--- config.mk ---
export PLATFORM = sky130hd
export DESIGN_NAME = mem_display
export DESIGN_NICKNAME = d
export VERILOG_FILES = /design/src/rtl/mem_display_pkg.sv /design/src/rtl/mem_display_hex7seg.sv /design/src/rtl/mem_display.sv
export SDC_FILE = /design/constraint.sdc
export NUM_CORES = 1
export LEC_CHECK = 0
export CORE_MARGIN = 2
export CORE_UTILIZATION = 40
export CTS_CLUSTER_DIAMETER = 60
export DETAILED_ROUTE_END_ITERATION = 8
export HOLD_SLACK_MARGIN = 0.05
export MAX_ROUTING_LAYER = met4
export PLACE_DENSITY = 0.65
export SETUP_SLACK_MARGIN = 0.02
export SYNTH_ARGS = -nofsm -noshare
export SYNTH_HDL_FRONTEND = slang
export SYNTH_SLANG_ARGS = --single-unit
--- constraint.sdc ---
create_clock -name clk -period 2.82 [get_ports clk]
set_clock_uncertainty 0.15 [all_clocks]
set_input_delay 0.705 -clock clk [delete_from_list [all_inputs] [get_ports clk]]
set_output_delay 0.705 -clock clk [all_outputs]
set_load 0.03 [all_outputs]
--- src/rtl/mem_display_pkg.sv ---
`default_nettype none
// ============================================================================
// Module   : mem_display_pkg
// Purpose  : Shared constants for the memory-byte 7-segment display:
//            digit/page counts, blank pattern and the hex segment table.
// Revision : 1.0 - initial release
// ============================================================================
package mem_display_pkg;

  localparam int NDIG  = 4;
  localparam int NPAGE = 4;

  // All segments off (common-anode, active-low)
  localparam logic [6:0] SEG_BLANK = 7'h7F;

  // Active-low {g,f,e,d,c,b,a} patterns; entry 15 is written first
  localparam logic [15:0][6:0] HEX_SEG = {
    7'h0E, 7'h06, 7'h21, 7'h46,   // F E d C
    7'h03, 7'h08, 7'h10, 7'h00,   // b A 9 8
    7'h78, 7'h02, 7'h12, 7'h19,   // 7 6 5 4
    7'h30, 7'h24, 7'h79, 7'h40    // 3 2 1 0
  };

endpackage
`default_nettype wire

--- src/rtl/mem_display_hex7seg.sv ---
`default_nettype none
// ============================================================================
// Module   : hex7seg
// Purpose  : Combinational nibble to active-low 7-segment decoder.
// Revision : 1.0 - initial release
// ============================================================================
module hex7seg
  import mem_display_pkg::*;
(
  input  logic [3:0] i_nibble,
  output logic [6:0] o_seg
);

  // Table lookup of the segment pattern
  always_comb begin
    o_seg = HEX_SEG[i_nibble];
  end

endmodule
`default_nettype wire

--- src/rtl/mem_display.sv ---
`default_nettype none
// ============================================================================
// Module   : mem_display
// Purpose  : Scans eight CPU output bytes onto a 4-digit common-anode
//            7-segment display, two bytes per page, auto-cycling 4 pages.
//            Bytes are snapshotted once per frame so a frame never tears.
// Options  : MEM_DISPLAY_HOLD_EN - adds a 'hold' input that freezes the
//            frame counter and page while scanning continues.
// Revision : 1.0 - initial release
// ============================================================================
module mem_display
  import mem_display_pkg::*;
#(
  parameter int SCAN_DIV    = 50000,
  parameter int PAGE_FRAMES = 250
) (
  input  logic       clk,
  input  logic       rst,
  input  logic [7:0] mem0,
  input  logic [7:0] mem1,
  input  logic [7:0] mem2,
  input  logic [7:0] mem3,
  input  logic [7:0] mem4,
  input  logic [7:0] mem5,
  input  logic [7:0] mem6,
  input  logic [7:0] mem7,
`ifdef MEM_DISPLAY_HOLD_EN
  input  logic       hold,
`endif
  output logic [3:0] an,
  output logic [6:0] seg,
  output logic       dp,
  output logic [1:0] page
);

  localparam int PRE_W = $clog2(SCAN_DIV);
  localparam int FRM_W = (PAGE_FRAMES > 1) ? $clog2(PAGE_FRAMES) : 1;

  logic [PRE_W-1:0] pre_q,   pre_d;
  logic [1:0]       dig_q,   dig_d;
  logic [FRM_W-1:0] frame_q, frame_d;
  logic [1:0]       page_q,  page_d;
  logic [15:0]      snap_q,  snap_d;
  logic [3:0]       an_q,    an_d;
  logic [6:0]       seg_q,   seg_d;
  logic             dp_q,    dp_d;

  logic             w_tick;
  logic             w_frame_end;
  logic             w_run;
  logic [3:0]       w_nibble;
  logic [6:0]       w_seg;

  // Page advance gate: frozen while hold is asserted
`ifdef MEM_DISPLAY_HOLD_EN
  always_comb w_run = ~hold;
`else
  always_comb w_run = 1'b1;
`endif

  // Scan timing, frame/page counters and per-frame snapshot of the bytes
  always_comb begin
    w_tick      = (pre_q == PRE_W'(SCAN_DIV - 1));
    w_frame_end = w_tick && (dig_q == 2'd3);
    pre_d       = w_tick ? '0 : pre_q + 1'b1;
    dig_d       = w_tick ? dig_q + 1'b1 : dig_q;
    frame_d     = frame_q;
    page_d      = page_q;
    snap_d      = snap_q;
    if (w_frame_end && w_run) begin
      if (frame_q == FRM_W'(PAGE_FRAMES - 1)) begin
        frame_d = '0;
        page_d  = page_q + 1'b1;
      end else begin
        frame_d = frame_q + 1'b1;
      end
    end
    // Snapshot uses the page valid after this edge so a page change and
    // its first frame of data land together
    if (w_frame_end) begin
      case (page_d)
        2'd0:    snap_d = {mem0, mem1};
        2'd1:    snap_d = {mem2, mem3};
        2'd2:    snap_d = {mem4, mem5};
        default: snap_d = {mem6, mem7};
      endcase
    end
  end

  // Select the nibble of the digit currently being scanned
  always_comb begin
    case (dig_q)
      2'd0:    w_nibble = snap_q[3:0];
      2'd1:    w_nibble = snap_q[7:4];
      2'd2:    w_nibble = snap_q[11:8];
      default: w_nibble = snap_q[15:12];
    endcase
  end

  hex7seg u_hex7seg (
    .i_nibble (w_nibble),
    .o_seg    (w_seg)
  );

  // Next output value; the cycle after a tick is blanked to avoid ghosting
  always_comb begin
    an_d  = 4'b1111;
    seg_d = SEG_BLANK;
    dp_d  = 1'b1;
    if (!w_tick) begin
      an_d  = ~(4'b0001 << dig_q);
      seg_d = w_seg;
      dp_d  = (dig_q != page_q);
    end
  end

  // State and output registers, asynchronously cleared to a dark display
  always_ff @(posedge clk or negedge rst) begin
    if (!rst) begin
      pre_q   <= '0;
      dig_q   <= '0;
      frame_q <= '0;
      page_q  <= '0;
      snap_q  <= '0;
      an_q    <= 4'b1111;
      seg_q   <= SEG_BLANK;
      dp_q    <= 1'b1;
    end else begin
      pre_q   <= pre_d;
      dig_q   <= dig_d;
      frame_q <= frame_d;
      page_q  <= page_d;
      snap_q  <= snap_d;
      an_q    <= an_d;
      seg_q   <= seg_d;
      dp_q    <= dp_d;
    end
  end

  assign an   = an_q;
  assign seg  = seg_q;
  assign dp   = dp_q;
  assign page = page_q;

endmodule
`default_nettype wire

# After elaboration in Yosys (flattened, before gate mapping)
# Memories as Yosys holds them, arrays and structs flattened.
# Cells that the tools add are included.
[word_totals] input_bits=66 rom_bits=112 output_inout_bits=14 ff_bits=56 memories=1 wordCells=37
[memory_table] name="(no name shown)" words=16 width=7 rd=1 rd_clocked_by_memory_dff=0 write_ports=0 line_no="mem_display_hex7seg.sv:16" source="o_seg = HEX_SEG[i_nibble];"
[op_classes] n_bitwise=1 muxes=10 addsub=4 order_cmp=1 shifts=1 eq_ne=8 reduce_logical=3
[op_table] op="one-hot mux 16 bit (3 select lines)" count=1
[op_table] op="adder 16 x 1 -> 16 bit, second input constant" count=1
[op_table] op="equality test 16 bit, second input constant" count=1
[op_table] op="two-way mux 16 bit" count=1
[op_table] op="two-way mux 7 bit" count=2
[op_table] op="one-hot mux 4 bit (3 select lines)" count=1
[op_table] op="adder 8 x 1 -> 8 bit, second input constant" count=1
[op_table] op="equality test 8 bit, second input constant" count=1
[op_table] op="two-way mux 8 bit" count=1
[op_table] op="equality test 2 bit, second input constant" count=3
[op_table] op="< comparator 4 x 5 -> 1 bit, second input constant" count=1
[op_table] op="adder 2 x 1 -> 2 bit, second input constant" count=2
[op_table] op="equality test 2 x 1 -> 1 bit, second input constant" count=2
[op_table] op="zero test 2 bit" count=2
[op_table] op="two-way mux 2 bit" count=2
[op_table] op="two-way mux 4 bit" count=1
[op_table] op="NOT 4 bit" count=1
[op_table] op="left shift 1 x 2 -> 4 bit, first input constant" count=1
[op_table] op="!= test 2 bit" count=1
[op_table] op="logical AND 1 bit" count=1
[op_table] op="two-way mux 1 bit" count=1

# Longest topological paths before layout
[depth] ltp_word=5 mapped_depth=11 depth_no_buf=11

# Modules after synthesis
# From an unflattened synthesis, not the netlist that was laid out.
[unflattened] hier_cells=406 area_unflattened_um2=3851.2
[modules_own_cells] module="mem_display" area_per_inst_um2=3575.9 n_inst=1 cells_each=374 seq_area_each_um2=1416.4
[modules_own_cells] module="hex7seg" area_per_inst_um2=275.3 n_inst=1 cells_each=32 seq_area_each_um2=0.0

# Least setup slack after synthesis
# No wires, ideal clock.
[synth_path] path_kind="register to register" from="register pre_q[4]" to="register snap_q[12]" n_path_buf=1 setup_ns=0.141 t_arrival_ns=2.079 path_stages_with_launch=7 synth_period_minus_slack_ns=2.370 t_required_ns=2.529 setup_slack_ns=0.450 cell_sequence="dfrtp_1 > or4b_4 > or4_4 > buf_6 > o41ai_1 > a211o_1 > a31oi_1"
[synth_via] elab_chain_cells=5 word_cells_on_any_way=7 classes_between="eq/ne (3); mux (2); reduce/logical (2)"
[synth_rtl] element="from (decl)" line_no="mem_display.sv:39" source="logic [PRE_W-1:0] pre_q, pre_d;"
[synth_rtl] element="from (signal assigned)" line_no="mem_display.sv:129" source="pre_q <= pre_d;"
[synth_rtl] element="equality test 16 bit (*)" line_no="mem_display.sv:63" source="w_tick = (pre_q == PRE_W'(SCAN_DIV - 1));"
[synth_rtl] element="logical AND 1 bit (*)" line_no="mem_display.sv:64" source="w_frame_end = w_tick && (dig_q == 2'd3);"
[synth_rtl] element="two-way mux 2 bit" line_no="mem_display.sv:70" source="if (w_frame_end && w_run) begin"
[synth_rtl] element="equality test 2 bit (tied with other cells)" line_no="mem_display.sv:81" source="case (page_d)"
[synth_rtl] element="one-hot mux 16 bit (3 select lines)" line_no="mem_display.sv:81"
[synth_rtl] element="to (signal assigned)" line_no="mem_display.sv:133" source="snap_q <= snap_d;"
[synth_rtl] element="to (decl)" line_no="mem_display.sv:43" source="logic [15:0] snap_q, snap_d;"
# Mark *: on every way between the ends. The rest lies on a longest branch, timed or not.
# A chain may end at the register's enable or synchronous reset.

# Worst setup path in the final report
[layout_path] from="register pre_q[11]" to="register snap_q[7]"
# The elaborated chain is that of the path after synthesis.

==> results.cfg <==
[run_status]
outcome = completed

[drt]
via_per_inst = 5.78
ant_nets = 0
drt_wl_total_mm = 10.1
first_pass_iters = 4
drc = 0
wl_per_cell_um = 16.8
drtIter0Drc = 251
via_count = 3477

[timing]
final.setup.tns_ns = 0
max-slew-margin-rel_pct = 50.5
rsz0062_at_grt = no
min_period_ns = 2.63
finalCritPeriodShare_pct = 93.4
hold_viol = 0
finalMaxSlewViolations = 0
fmax_ghz = 0.380
worstMarginPinSlew_ns = 0.738
finalSetupViolCount = 0

[floorplanning]
die_h_um = 100
core-area_sq_um = 9110
die_w_um = 100
io_pins = 80
dieArea_sq_um = 10100
rows = 35
start_util_pct = 40.7

[synth]
synth_edf_count = 0
syn_avg_cell_area_sq_um = 8.89
seq_area_frac_synth_pct = 38.2
syn_nets = 495
synth_area_leaders = dfrtp_1, dfstp_2, nand2_1, ha_1, mux2i_1
async_reset_ff_share_pct = 100
synth_flop_cell = dfrtp_1
ys_ff_latch = 56
yosys_warnings = 0
synthCells = 417
synth_area_leader_cell = dfrtp_1
netlist.area_leader.share_pct = 29.7
synth_area_sq_um = 3710
post-synth-top-count-cell = nand2_1
synth_common_cells = nand2_1, dfrtp_1, clkbuf_1
synth.distinct_cells = 54

[clock_network]
cts_buffer_depth = 2
cts_buffers = 5
htree_levels = 2
clkSinkCount = 56
cts-resized-gates = 0
ctsHoldBuffers = 0
clock-root-buffer = clkbuf_8
cts_tree = built
cts_post_setup_buffers_inserted = 0
clock_latency_ns = 0.32
clk_pin_slew_worst_paths_ns = 0.11

[placed_design]
gp_congestion = 0.840
io_buffers = 79
dp_hpwl_mm = 7.39

[global_route]
grt_pass1_vias = 3254
antenna_found_initial = 0
grt_first_pass_wirelength_mm = 16.5
grt_max_degree = 52
gr-total-overflow = 0
track_usage_pct = 21.0

[setup_path]
crit_path_start_kind = register
critPathSlowestCell = or4_4
worst-setup-path-type = register to register
critPathRequiredTime_ns = 2.86
worst-path-max-fanout = 30
cp_cell_sequence = or4b_1 > or4_4 > o41ai_1 > a211o_1 > a31oi_1
cp-end-kind = register
crit_family = simple AND/OR/NAND/NOR gates
worstPathArrival_ns = 2.68
cp_num_buf_inv = 0
cpPeakStageDelay_ns = 0.71

[pwr]
vdd_drop_max_mv = 0.209
pwr_density_cell_nw_per_um2 = 316
p_leak_uw = 0.00197

[flow_run]
cap_violations = 0

[min_path]
hp-class = input port to asynchronous set/reset pin

[finish]
syn_to_final_growth_pct = 28.3
fin_util_pct = 52.2
diodes = 0
layout.nets = 568
fillers = 856
drive_above_1_share_pct = 10.8
[flip-flops by register name, indices dropped and copies added (netlist names)]
signal   flops
snap_q      16
pre_q       16
frame_q      8
dp           1
page         2
an           4
dig_q        2
seg          7
[report_power, final]
group          switching [uW]  leakage [uW]  internal [uW]
logic                    49.6       0.00122           96.4
registers                   0      0.000684            804
clock network             287     0.0000583            268
total                     336       0.00197           1170
[final timing paths]
path | start | depth (start not counted) | slack [ns] | to
max reg2reg | pre_q[11] | 5 | 0.19 | snap_q[7]
min reg2reg | pre_q[0] | 1 | 0.34 | pre_q[0]
max | pre_q[11] | 5 | 0.19 | snap_q[7]
max in group asynchronous | rst | 2 | 1.66 | seg[1]
min | rst | 1 | 0.19 | pre_q[0]
min in group clk | pre_q[0] | 1 | 0.34 | pre_q[0]
[logic make-up (layout without fill, tap and decap cells)]
logic type | Yosys count | in the layout | share of synthesized area [%]
AO/OA/AOI/OAI | 132 | 132 | 24.7
XOR/XNOR | 17 | 17 | 4.02
adder cells (fa/ha/maj) | 20 | 20 | 6.21
buffers and inverters | 46 | 120 | 5.13
flip-flops | 56 | 56 | 38.2
multiplexers | 16 | 16 | 4.36
AND/OR/NAND/NOR | 130 | 130 | 17.4
[layout by cell type, fill, tap and decap left out, drive strengths merged, types with 3 or more instances in the layout]
master | Yosys | layout
dfstp | 12 | 12
or4 | 3 | 3
o311ai | 8 | 8
xnor2 | 10 | 10
inv | 15 | 15
nand4 | 4 | 4
buf | 4 | 20
or3 | 9 | 9
nand3 | 10 | 10
xor2 | 7 | 7
a31oi | 14 | 14
a211o | 8 | 8
a222oi | 3 | 3
a211oi | 11 | 11
o21ai | 27 | 27
o41ai | 8 | 8
nor2 | 18 | 18
clkdlybuf4s50 | 0 | 77
nor3 | 10 | 10
dfrtp | 44 | 44
clkbuf | 27 | 5
a21oi | 23 | 23
o221ai | 4 | 4
ha | 12 | 12
maj3 | 8 | 8
a31o | 7 | 7
nand2 | 52 | 52
nor4 | 4 | 4
nand2b | 10 | 10
o31ai | 11 | 11
mux2i | 15 | 15
[per-stage QoR]
step | total power [uW] | area [sq um] | cells | setup WS (ns) | hold WS, ns
final | 1500 | 4750 | 602 | 0.185 | 0.191
after floorplan | 844 | 3710 | 417 | 0.450 | 0.259
after detailed placement | 966 | 4640 | 594 | 0.228 | 0.324
after CTS | 1520 | 4750 | 602 | 0.187 | 0.207
after global routing | 1570 | 4750 | 602 | 0.0371 | 0.220
after global placement | 965 | 4640 | 594 | 0.282 | 0.322
[worst reg2reg max path, cell delays in order (launching register included)]
cell,delay (ns)
dfrtp_1,0.44
or4b_1,0.64
or4_4,0.71
o41ai_1,0.35
a211o_1,0.15
a31oi_1,0.08
[area by class of cell]
type	instances	area, sq um	area share, %
Timing Repair Buffer	97	918	19.3
Tap cell	111	139	2.92
Clock buffer	5	68.8	1.45
Sequential cell	56	1420	29.8
Multi-Input combinational cell	315	2110	44.3
Inverter	15	56.3	1.18
Clock inverter	3	47.5	1.00
[routing by layer]
layer / vias to the layer above / part of all wire [%] / global-route usage, %
met1: 1677 / 46 / 29.1
li1: 1699 / - / -
met3: 5 / 4.6 / 2.65
met5: - / 0 / -
met4: 0 / 0.46 / 2.85
met2: 96 / 49 / 34.2
Note: power is estimated with default switching activity, not from simulation.
==> RTL edit (config.mk and constraints unchanged) <==
Make the reset (`rst`) synchronous in one clocked block. Comments in the files are not updated.
--- a/src/rtl/mem_display.sv
+++ b/src/rtl/mem_display.sv
@@ -116,5 +116,5 @@
 
   // State and output registers, asynchronously cleared to a dark display
-  always_ff @(posedge clk or negedge rst) begin
+  always_ff @(posedge clk) begin
     if (!rst) begin
       pre_q   <= '0;
Check against the original RTL: differs if rst is asserted again (counterexample within 4 cycles, from zero or initial values and one cycle with rst low); with rst held inactive, the same outputs for 10 cycles.
==> RTL edit against the original RTL <==
  * Area after synthesis decreased by 2.2%
  * Sequential power barely moved
  * Final area fell by 3.1%
  * Sequential share of layout area fell by 5.4 points
  * Sequential cell count is the same
  * Wire length is 2.2% higher
  * Worst setup slack improved by 0.022 ns
  * Power is 1.4% higher
==> RTL edit: results <==
metrics = {
    "power": {
        "power_sequential_w": 0.000805,
        "leakage_power_nw": 1.52,
        "final_total_power_w": 0.00153,
    },
    "setup_path": {
        "critical-path-top-delay-family": "compound AO/OA/AOI/OAI gates",
        "critPathMaxFanout": 6,
        "cp.arrival_ns": 2.66,
        "max_stage_delay_ns": 0.48,
        "timing.reg2reg.setup_slack_ns": 0.21,
        "crit-reg2reg-launch": "dig_q[0]$_SDFFE_PN0N_",
        "timing.critical_path.slowest_stage_cell": "sky130_fd_sc_hd__dfxtp_1",
        "reg2reg_depth": 8,
    },
    "global_route": {
        "grt_pass1_vias": 3177,
        "globalRouteTotalUtil": 0.216,
    },
    "timing": {
        "slew_headroom": 0.343,
    },
    "min_path": {
        "hold_path.class": "reg2reg",
    },
    "final_layout": {
        "fraction_of_layout_instances_using_a_drive_strength_above_1": 0.0629,
        "layoutNonFillerInstCount": 617,
    },
    "place": {
        "placed_area_um2": 4490,
        "dp_wirelength_um": 7830,
        "gpl.final_weighted_congestion": 0.883,
        "dpl_worst_slack_ns": 0.265,
    },
    "yosys": {
        "average_footprint_of_a_synthesized_cell_um2": 8.11,
        "synth_sequential_area_ratio": 0.309,
        "synth_top_cells_by_area": "sky130_fd_sc_hd__dfxtp_1 31%, sky130_fd_sc_hd__o221ai_1 6.3%, sky130_fd_sc_hd__a21oi_1 5.7%, sky130_fd_sc_hd__ha_1 4.5%, sky130_fd_sc_hd__mux2i_1 4.4%",
    },
    "outcome": {
        "result_of_the_run": "complete, no violations",
    },
    "detailed_routing": {
        "drt-initial-drc-count": 177,
        "detail_route.wirelength_um": 10300,
        "dr.pass1.iters": 7,
    },
}
-- RTL edit: worst max-delay path by stage --
stage,startpoint,end,slack (ns)
4_1_cts,dig_q[0]$_SDFFE_PN0N_,seg[3]$_SDFF_PP1_,0.25
6_report,dig_q[0]$_SDFFE_PN0N_,seg[1]$_SDFF_PP1_,0.21
3_3_place_gp,rst,snap_q[1]$_SDFFE_PN0N_,0.40
3_5_place_dp,dig_q[0]$_SDFFE_PN0N_,seg[3]$_SDFF_PP1_,0.27
5_1_grt,dig_q[0]$_SDFFE_PN0N_,seg[3]$_SDFF_PP1_,0.04
2_1_floorplan,dig_q[0]$_SDFFE_PN0N_,seg[3]$_SDFF_PP1_,0.54
-- RTL edit: routing by layer --
metal  vias to the layer above  share of wire  track usage
met5                         -              0            -
met4                         0          0.015       0.0558
met3                        14          0.045       0.0246
met2                       103           0.46        0.339
met1                      1647           0.48        0.297
li1                       1785              -            -
-- RTL edit: logic make-up after synthesis --
kind of cell             count (synthesis)  synth area share
AND/OR/NAND/NOR                        126             0.186
flip-flops                              56             0.309
AO/OA/AOI/OAI                          150             0.272
XOR/XNOR                                23            0.0556
adder cells (fa/ha/maj)                 19            0.0614
buffers and inverters                   56            0.0687
multiplexers                            17            0.0473
-- RTL edit: worst min-delay path, delay by kind of cell, from the launching register on --
kind             cells  cell delay, ns
flip-flops           1            0.32
AND/OR/NAND/NOR      1            0.05
AO/OA/AOI/OAI        1            0.05
-- RTL edit: layout make-up --
class | count | area (µm²)
Sequential cell | 56 | 1120
Timing Repair Buffer | 92 | 913
Multi-Input combinational cell | 335 | 2260
Clock buffer | 6 | 72.6
Inverter | 18 | 67.6
Tap cell | 108 | 135
Clock inverter | 2 | 38.8
Fill cell | 839 | 4160
